$ cat src/rtl/pipe_hazard_ctrl.sv
// Pipeline hazard controller: operand forwarding, load-use and data-bus stalls,
// branch flushes, and a data-bus wait watchdog. Optional counters: HAZ_PERF_CNT_EN.
module pipe_hazard_ctrl (
    input  logic       clk,
    input  logic       rst,
    input  logic [4:0] Rs1D,
    input  logic [4:0] Rs2D,
    input  logic [4:0] Rs1E,
    input  logic [4:0] Rs2E,
    input  logic [4:0] RdE,
    input  logic [1:0] ResultSrcE,
    input  logic       PCSrcE,
    input  logic [4:0] RdM,
    input  logic [4:0] RdW,
    input  logic       RegWriteM,
    input  logic       RegWriteW,
    input  logic       MemReqM,
    input  logic       MemReadyM,
    output logic       StallF,
    output logic       StallD,
    output logic       StallE,
    output logic       StallM,
    output logic       FlushD,
    output logic       FlushE,
    output logic [1:0] ForwardAE,
    output logic [1:0] ForwardBE,
    output logic       BusTimeout
`ifdef HAZ_PERF_CNT_EN
    ,
    output logic [31:0] StallCycCnt,
    output logic [31:0] FlushCnt
`endif
);

    typedef enum logic [1:0] {
        IDLE  = 2'd0,
        WAIT  = 2'd1,
        ABORT = 2'd2
    } waitState_t;

    waitState_t state_q;
    logic [7:0] waitCnt_q;
    logic       busTimeout_q;
    logic       lwStall;
    logic       memStall;

    // The newest producer (Memory) wins over the older one (Writeback).
    always_comb begin
        ForwardAE = 2'b00;
        if (RegWriteM && (RdM != 5'd0) && (RdM == Rs1E)) begin
            ForwardAE = 2'b10;
        end else if (RegWriteW && (RdW != 5'd0) && (RdW == Rs1E)) begin
            ForwardAE = 2'b01;
        end
    end

    always_comb begin
        ForwardBE = 2'b00;
        if (RegWriteM && (RdM != 5'd0) && (RdM == Rs2E)) begin
            ForwardBE = 2'b10;
        end else if (RegWriteW && (RdW != 5'd0) && (RdW == Rs2E)) begin
            ForwardBE = 2'b01;
        end
    end

    assign lwStall  = (ResultSrcE == 2'b01) && (RdE != 5'd0) &&
                      ((RdE == Rs1D) || (RdE == Rs2D));
    assign memStall = MemReqM && !MemReadyM && (state_q != ABORT);

    // A bus stall freezes everything and must not flush, since a flush would
    // override the stall inside the stage registers and lose the access.
    always_comb begin
        StallF = 1'b0;
        StallD = 1'b0;
        StallE = 1'b0;
        StallM = 1'b0;
        FlushD = 1'b0;
        FlushE = 1'b0;
        if (memStall) begin
            StallF = 1'b1;
            StallD = 1'b1;
            StallE = 1'b1;
            StallM = 1'b1;
        end else if (PCSrcE) begin
            FlushD = 1'b1;
            FlushE = 1'b1;
        end else if (lwStall) begin
            StallF = 1'b1;
            StallD = 1'b1;
            FlushE = 1'b1;
        end
    end

    always_ff @(posedge clk or posedge rst) begin
        if (rst) begin
            state_q      <= IDLE;
            waitCnt_q    <= 8'd0;
            busTimeout_q <= 1'b0;
        end else begin
            case (state_q)
                IDLE: begin
                    waitCnt_q <= 8'd0;
                    if (memStall) begin
                        state_q <= WAIT;
                    end
                end
                WAIT: begin
                    if (MemReadyM) begin
                        state_q   <= IDLE;
                        waitCnt_q <= 8'd0;
                    end else if (waitCnt_q == 8'hFF) begin
                        state_q      <= ABORT;
                        busTimeout_q <= 1'b1;
                    end else begin
                        waitCnt_q <= waitCnt_q + 8'd1;
                    end
                end
                ABORT: begin
                    state_q   <= IDLE;
                    waitCnt_q <= 8'd0;
                end
                default: begin
                    state_q   <= IDLE;
                    waitCnt_q <= 8'd0;
                end
            endcase
        end
    end

    assign BusTimeout = busTimeout_q;

`ifdef HAZ_PERF_CNT_EN
    logic [31:0] stallCyc_q;
    logic [31:0] flushCnt_q;

    always_ff @(posedge clk or posedge rst) begin
        if (rst) begin
            stallCyc_q <= 32'd0;
            flushCnt_q <= 32'd0;
        end else begin
            if (StallF) begin
                stallCyc_q <= stallCyc_q + 32'd1;
            end
            if (FlushE) begin
                flushCnt_q <= flushCnt_q + 32'd1;
            end
        end
    end

    assign StallCycCnt = stallCyc_q;
    assign FlushCnt    = flushCnt_q;
`endif

endmodule

$ cat config.mk
export PLATFORM = sky130hd
export DESIGN_NAME = pipe_hazard_ctrl
export DESIGN_NICKNAME = d
export VERILOG_FILES = /design/src/rtl/pipe_hazard_ctrl.sv
export SDC_FILE = /design/constraint.sdc
export NUM_CORES = 1
export LEC_CHECK = 0
export CORE_MARGIN = 2
export CORE_UTILIZATION = 34
export DETAILED_ROUTE_END_ITERATION = 10
export HOLD_SLACK_MARGIN = 0.15
export PLACE_DENSITY_LB_ADDON = 0.3
export SYNTH_ARGS = -nofsm -noshare
export SYNTH_HDL_FRONTEND = slang
export SYNTH_SLANG_ARGS = --single-unit
$ cat constraint.sdc
create_clock -name clk -period 1.48 [get_ports clk]
set_input_delay 0.148 -clock clk [delete_from_list [all_inputs] [get_ports clk]]
set_output_delay 0.148 -clock clk [all_outputs]
set_load 0.03 [all_outputs]
==> Word-level counts from Yosys, hierarchy flattened <==
Index checks and enable logic that the tools add are counted.
{ "totals": {"regBits": 11, "latch_bits": 0, "mem_bits_rw": 0, "romBits": 0, "inputBits": 44, "elab_cells": 55, "memories": 0} }
{ "op_classes": {"n_addsub": 1, "multipliers": 0, "div_mod_pow": 0, "n_lt_le_gt_ge": 0, "n_eq_ne": 13, "shift": 0, "muxes": 19, "bitwise": 1, "n_reduce_logical": 18} }
{ "ops": {"columns": ["op", "count"], "rows": [
  ["equality test 5 bit", 6],
  ["two-way mux 8 bit", 3],
  ["nonzero test 5 bit", 3],
  ["logical AND 1 bit", 10],
  ["two-way mux 1 bit", 10],
  ["two-way mux 2 bit", 5],
  ["adder 8 x 1 -> 8 bit (second input constant)", 1],
  ["equality test 8 bit (second input constant)", 1],
  ["!= test 3 bit (second input constant)", 2],
  ["equality test 2 x 1 -> 1 bit (second input constant)", 2],
  ["!= test 2 bit (second input constant)", 2],
  ["case mux 2 bit (2 select lines)", 1],
  ["AND reduction 3 bit", 1],
  ["logical NOT 2 bit", 1],
  ["AND reduction 2 bit", 1],
  ["logical NOT 1 bit", 1],
  ["logical OR 1 bit", 1],
  ["NOT 1 bit", 1]
]} }

==> Logic depth before layout (Yosys ltp) <==
{ "depth": {"ltp_word": 6, "ltp_mapped": 6, "mapped_depth_nobuf": 5} }

==> Least setup slack after synthesis <==
Ideal clock, no wire load.
{ "synth_path": {"kind": "input to output", "startpoint": "input RdE[1]", "endpoint": "output StallF", "arrival_ns": 2.094, "setup_slack_ns": -0.762, "stages": 5, "n_path_buf": 1, "path_cell_list": "xor2_1 nor3_1 a22oi_1 o41ai_1 buf_4"} }
{ "synth_via": {"elab_chain_len": 6} }
{ "synth_rtl": {"columns": ["element", "line_no", "text"], "rows": [
  ["start, declared", "10", "input logic [4:0] RdE,"],
  ["equality test 5 bit / nonzero test 5 bit (equally long branches)", "67, 66", null],
  ["logical OR 1 bit / logical AND 1 bit (equally long branches)", "67, 66", null],
  ["logical AND 1 bit (*)", "66", "assign lwStall = (ResultSrcE == 2'b01) && (RdE != 5'd0) &&"],
  ["two-way mux 1 bit (*) (3 in a row)", null, null],
  ["end, declared", "19", "output logic StallF,"]
]} }
Mark *: on every way between the ends. The rest lies on a longest branch, timed or not.

==> Worst setup path after layout <==
{ "layout_path": {"startpoint": "input RdM[2]", "endpoint": "output ForwardAE[0]"} }
{ "layout_via": {"elab_chain_len": 4} }
{ "layout_rtl": {"columns": ["element", "line_no", "text"], "rows": [
  ["start, declared", "13", "input logic [4:0] RdM,"],
  ["nonzero test 5 bit", "50", "if (RegWriteM && (RdM != 5'd0) && (RdM == Rs1E)) begin"],
  ["logical AND 1 bit", "50", null],
  ["logical AND 1 bit (*)", "50", null],
  ["two-way mux 2 bit (*)", "50", null],
  ["end, declared", "25", "output logic [1:0] ForwardAE,"]
]} }
Marks and branches as above.

==> metrics.txt <==
# TYPE chip_impl_metric gauge
chip_impl_metric{name="clockPowerShare",unit=""} 0.216
chip_impl_metric{name="power.internal",unit="µW"} 630
chip_impl_metric{name="ioPinCount",unit=""} 55
chip_impl_metric{name="core_area",unit="µm²"} 2710
chip_impl_info{name="violations_in_the_final_reports",value="setup timing"} 1
chip_impl_metric{name="num-nets-final",unit=""} 236
chip_impl_metric{name="drt_pre_antenna_iters",unit=""} 4
chip_impl_metric{name="syn_nets",unit=""} 152
chip_impl_metric{name="worst_path_largest_cell_delay",unit="ns"} 0.53
chip_impl_info{name="grt_setup_unrepaired",value="true"} 1
chip_impl_metric{name="latest_clock_arrival_within_the_worst_skew_pair",unit="ns"} 0.26
chip_impl_info{name="outcome",value="finished with violations"} 1
chip_impl_metric{name="seq_power_share",unit=""} 0.335
chip_impl_metric{name="worst_setup_hold_path_clk_slew",unit="ns"} 0.07
chip_impl_metric{name="worstMarginPinSlew",unit="ns"} 0.388
chip_impl_metric{name="synth_adder_area_share",unit=""} 0.0131
chip_impl_metric{name="synthesis_warning_total",unit=""} 0
chip_impl_metric{name="seq_area_frac_synth",unit=""} 0.288
chip_impl_metric{name="timing.max_slew.rel_slack",unit=""} 0.741
chip_impl_info{name="tritoncts",value="done"} 1
chip_impl_metric{name="drc",unit=""} 0
chip_impl_metric{name="grt.met1_usage",unit=""} 0.234
chip_impl_metric{name="place.detailed.instances",unit=""} 214
chip_impl_metric{name="synthArstFlopShare",unit=""} 1.00
chip_impl_metric{name="post_synth_xor_area_fraction",unit=""} 0.293
chip_impl_metric{name="globalRouteTotalUtil",unit=""} 0.207
chip_impl_metric{name="critical_path.max_fanout",unit=""} 2
chip_impl_metric{name="placement_rows",unit=""} 19
chip_impl_info{name="crit_family",value="simple AND/OR/NAND/NOR gates"} 1
chip_impl_metric{name="first_global_vias",unit=""} 1164
chip_impl_metric{name="drv_cap",unit=""} 0
chip_impl_metric{name="grt_util_met2",unit=""} 0.388
chip_impl_info{name="worst_hold_path_type",value="input port to async pin"} 1
chip_impl_metric{name="synthMuxAreaShare",unit=""} 0.0209
chip_impl_metric{name="timing_max_transition_violations_final",unit=""} 0
chip_impl_info{name="worst_setup_path_start_kind",value="input port"} 1
chip_impl_metric{name="maximum_number_of_pins_on_one_net_before_global_route_repair",unit=""} 12
chip_impl_metric{name="drtIter0Drc",unit=""} 41
chip_impl_metric{name="fmax",unit="MHz"} 634
chip_impl_metric{name="layout.filler_cells",unit=""} 197
chip_impl_metric{name="average_routed_wire_per_standard_cell",unit="µm"} 14.7
chip_impl_metric{name="global_route_wire_length_before_repair",unit="µm"} 5250
chip_impl_metric{name="synth_compound_gate_area_share",unit=""} 0.106
chip_impl_metric{name="synth_cell_types",unit=""} 30
chip_impl_metric{name="flow.area_growth_from_synthesis",unit="%"} 103
chip_impl_metric{name="hold-worst-slack",unit="ns"} 0.164
chip_impl_metric{name="ctsHtreeMaxLevel",unit=""} 1
chip_impl_metric{name="grt_antenna_before_repair",unit=""} 0
chip_impl_info{name="cts-root-buf",value="sky130_fd_sc_hd__clkbuf_4"} 1
chip_impl_metric{name="drive_above_1_share",unit=""} 0.521
chip_impl_metric{name="clock-sinks",unit=""} 11
chip_impl_metric{name="vias",unit=""} 1139
chip_impl_metric{name="hold_bufs_at_cts",unit=""} 0
chip_impl_metric{name="vias_per_cell",unit=""} 5.15
chip_impl_metric{name="vdd_ir_drop_max",unit="mV"} 0.805
chip_impl_metric{name="final-instance-count-excl-fill",unit=""} 221
chip_impl_metric{name="finalCritPeriodShare",unit=""} 1.07
chip_impl_metric{name="synth_simple_gate_area_share",unit=""} 0.242
chip_impl_metric{name="netSwitchingPower",unit="µW"} 286
chip_impl_info{name="crit_slowest_cell",value="sky130_fd_sc_hd__or4_4"} 1
chip_impl_metric{name="final_hold_violation_count",unit=""} 0
chip_impl_metric{name="leakage",unit="µW"} 0.000901
chip_impl_metric{name="place.port_buffers",unit=""} 54
chip_impl_metric{name="post-route-min-period",unit="ns"} 1.58
chip_impl_info{name="yosys_most_used_dff",value="sky130_fd_sc_hd__dfrtp_1"} 1
chip_impl_metric{name="globalRoute.totalOverflow",unit=""} 0
chip_impl_metric{name="place.detailed.hpwl",unit="µm"} 2580
chip_impl_metric{name="synth.cell_area",unit="µm²"} 956
chip_impl_metric{name="numCtsBuffers",unit=""} 3
chip_impl_metric{name="die_h",unit="µm"} 57.0
chip_impl_metric{name="combinational_group_share_of_total_power",unit=""} 0.449
chip_impl_info{name="critical_path.most_common_cell",value="sky130_fd_sc_hd__buf_6"} 1
chip_impl_metric{name="swShare",unit=""} 0.312
chip_impl_metric{name="timing.critical_path.buf_inv",unit=""} 3
chip_impl_metric{name="drtAntennaViolNets",unit=""} 0
chip_impl_metric{name="insertedDiodeCount",unit=""} 0
chip_impl_metric{name="wirelength",unit="µm"} 3240
chip_impl_metric{name="cp_data_arrival_time",unit="ns"} 1.43
chip_impl_metric{name="grt_use_met3",unit=""} 0.0590
chip_impl_metric{name="synth.ff_latch_count",unit=""} 11
chip_impl_info{name="type_of_the_setup_path_with_the_least_slack",value="input port to output port"} 1
chip_impl_metric{name="design.die.area",unit="µm²"} 3250
chip_impl_metric{name="syn-instance-count",unit=""} 107
chip_impl_metric{name="mean_cell_area_of_the_mapped_netlist",unit="µm²"} 8.93
chip_impl_info{name="path_cells",value="buf_6, or4_4, o21ai_4, buf_6, nor4_4, nor4_4, buf_6"} 1
chip_impl_metric{name="sum_of_internal_switching_and_leakage_power",unit="µW"} 916
chip_impl_metric{name="layout.core_utilization",unit=""} 0.717
chip_impl_metric{name="ctsLongestPathBuffers",unit=""} 2
chip_impl_metric{name="layout_setup_ws",unit="ns"} -0.0964
chip_impl_metric{name="gp_routability_congestion",unit=""} 0.840
chip_impl_metric{name="die_width",unit="µm"} 57.0
chip_impl_info{name="global_route.peak_usage_layer",value="met2"} 1
chip_impl_metric{name="start_util",unit=""} 0.353
chip_impl_info{name="crit_path_end_kind",value="output port"} 1
chip_impl_metric{name="setup_viol_count_final",unit=""} 7
chip_impl_metric{name="wp_data_required",unit="ns"} 1.33
chip_impl_metric{name="synth-edff-count",unit=""} 0
chip_impl_metric{name="finalClockSkew",unit="ns"} 0.00339
chip_impl_metric{name="power.density_cell_area",unit="nW/µm²"} 471
chip_impl_info{name="largest_family_of_logic_cells_by_synthesized_area",value="XOR/XNOR gates"} 1
## power by group through the flow
stage / clock [µW] / sequential (µW) / combinational, µW
floorplan: 0 / 314 / 155
finish: 198 / 306 / 411
global route: 225 / 307 / 439
CTS: 205 / 306 / 383
global placement: 0 / 312 / 367
detailed placement: 0 / 312 / 377
## per-layer routing
layer  vias up  part of all wire
met5         -                 0
met4         0             0.010
met3         6             0.061
met1       541              0.37
li1        551                 -
met2        41              0.56
## flip-flops by register name, indices dropped and copies added (netlist names)
signal,count
state_q,2
BusTimeout,1
waitCnt_q,8
## cell usage in the layout, fill, tap and decap left out, drive strengths merged
master,instances
a31oi,5
mux2i,2
o211ai,2
inv,4
nor3,6
buf,60
dlymetal6s2s,2
or4,5
a22oi,1
nor3b,1
xor2,24
and3,2
a311oi,1
or2,1
nor2,10
xnor2,8
nor4,4
dfrtp,11
a211oi,1
clkdlybuf4s15,2
dlygate4sd2,7
nand4,1
nand2,2
nand3b,1
o21ai,2
nand2b,2
clkdlybuf4s50,8
nand3,5
ha,1
clkbuf,7
o41ai,2
## cells by family after synthesis
| logic type | after synthesis |
|---|---|
| buf+inv | 7 |
| flops | 11 |
| xor+xnor | 32 |
| compound gates | 14 |
| mux | 2 |
| fa+ha+maj | 1 |
| simple gates | 40 |
## synthesized netlist by cell type, types with 2 or more instances
| cell | count | area share |
|---|---|---|
| sky130_fd_sc_hd__xor2_1 | 24 | 0.22 |
| sky130_fd_sc_hd__dfrtp_1 | 11 | 0.29 |
| sky130_fd_sc_hd__nor2_1 | 10 | 0.039 |
| sky130_fd_sc_hd__xnor2_1 | 8 | 0.073 |
| sky130_fd_sc_hd__nor3_1 | 6 | 0.031 |
| sky130_fd_sc_hd__a31oi_1 | 5 | 0.033 |
| sky130_fd_sc_hd__nand3_1 | 5 | 0.026 |
| sky130_fd_sc_hd__inv_1 | 4 | 0.016 |
| sky130_fd_sc_hd__or4_1 | 4 | 0.031 |
| sky130_fd_sc_hd__and3_1 | 2 | 0.013 |
| sky130_fd_sc_hd__buf_4 | 2 | 0.016 |
| sky130_fd_sc_hd__mux2i_1 | 2 | 0.021 |
| sky130_fd_sc_hd__nand2_1 | 2 | 0.0079 |
| sky130_fd_sc_hd__nand2b_1 | 2 | 0.013 |
| sky130_fd_sc_hd__nor4_1 | 2 | 0.013 |
| sky130_fd_sc_hd__nor4_2 | 2 | 0.026 |
| sky130_fd_sc_hd__o211ai_1 | 2 | 0.016 |
| sky130_fd_sc_hd__o41ai_1 | 2 | 0.018 |
## stage by stage
stage                     TNS (ns)  instance area (µm²)  setup slack [ns]
after global placement       -3.06                 1790            -0.520
after CTS                   -0.691                 1860            -0.266
after global routing        -0.763                 1940            -0.160
after floorplan             -0.190                 1070            -0.158
final                       -0.297                 1940           -0.0964
after detailed placement     -3.32                 1790            -0.560
## cell type report
class                           count  area (µm²)  share of cell area
Multi-Input combinational cell     89         880               0.452
Timing Repair Buffer               82         709               0.365
Sequential cell                    11         275               0.142
Tap cell                           31        38.8              0.0199
Clock buffer                        4        26.3              0.0135
Inverter                            4        15.0             0.00772
## worst paths after layout
kind                              start      endpoint  slack (ns)  depth (start not counted)
min in group clk              MemReadyM    state_q[0]        0.47                          2
setup reg to reg           waitCnt_q[1]  waitCnt_q[5]        0.06                          5
hold reg to reg              BusTimeout    BusTimeout        0.48                          1
max in group asynchronous           rst  waitCnt_q[5]        1.04                          2
hold / removal                      rst    state_q[1]        0.16                          2
setup / recovery                 RdM[2]  ForwardAE[0]        -0.1                          7
## repair_timing
action / 4_1_cts / 5_1_grt
endpoints found under the hold margin: 0 / 0
gates resized for setup: 109 / 48
pin swaps: 30 / 12
setup buffers: 4 / 0
endpoints found under the setup margin: 7 / 14
No activity file was read; power rests on OpenSTA's default activity.
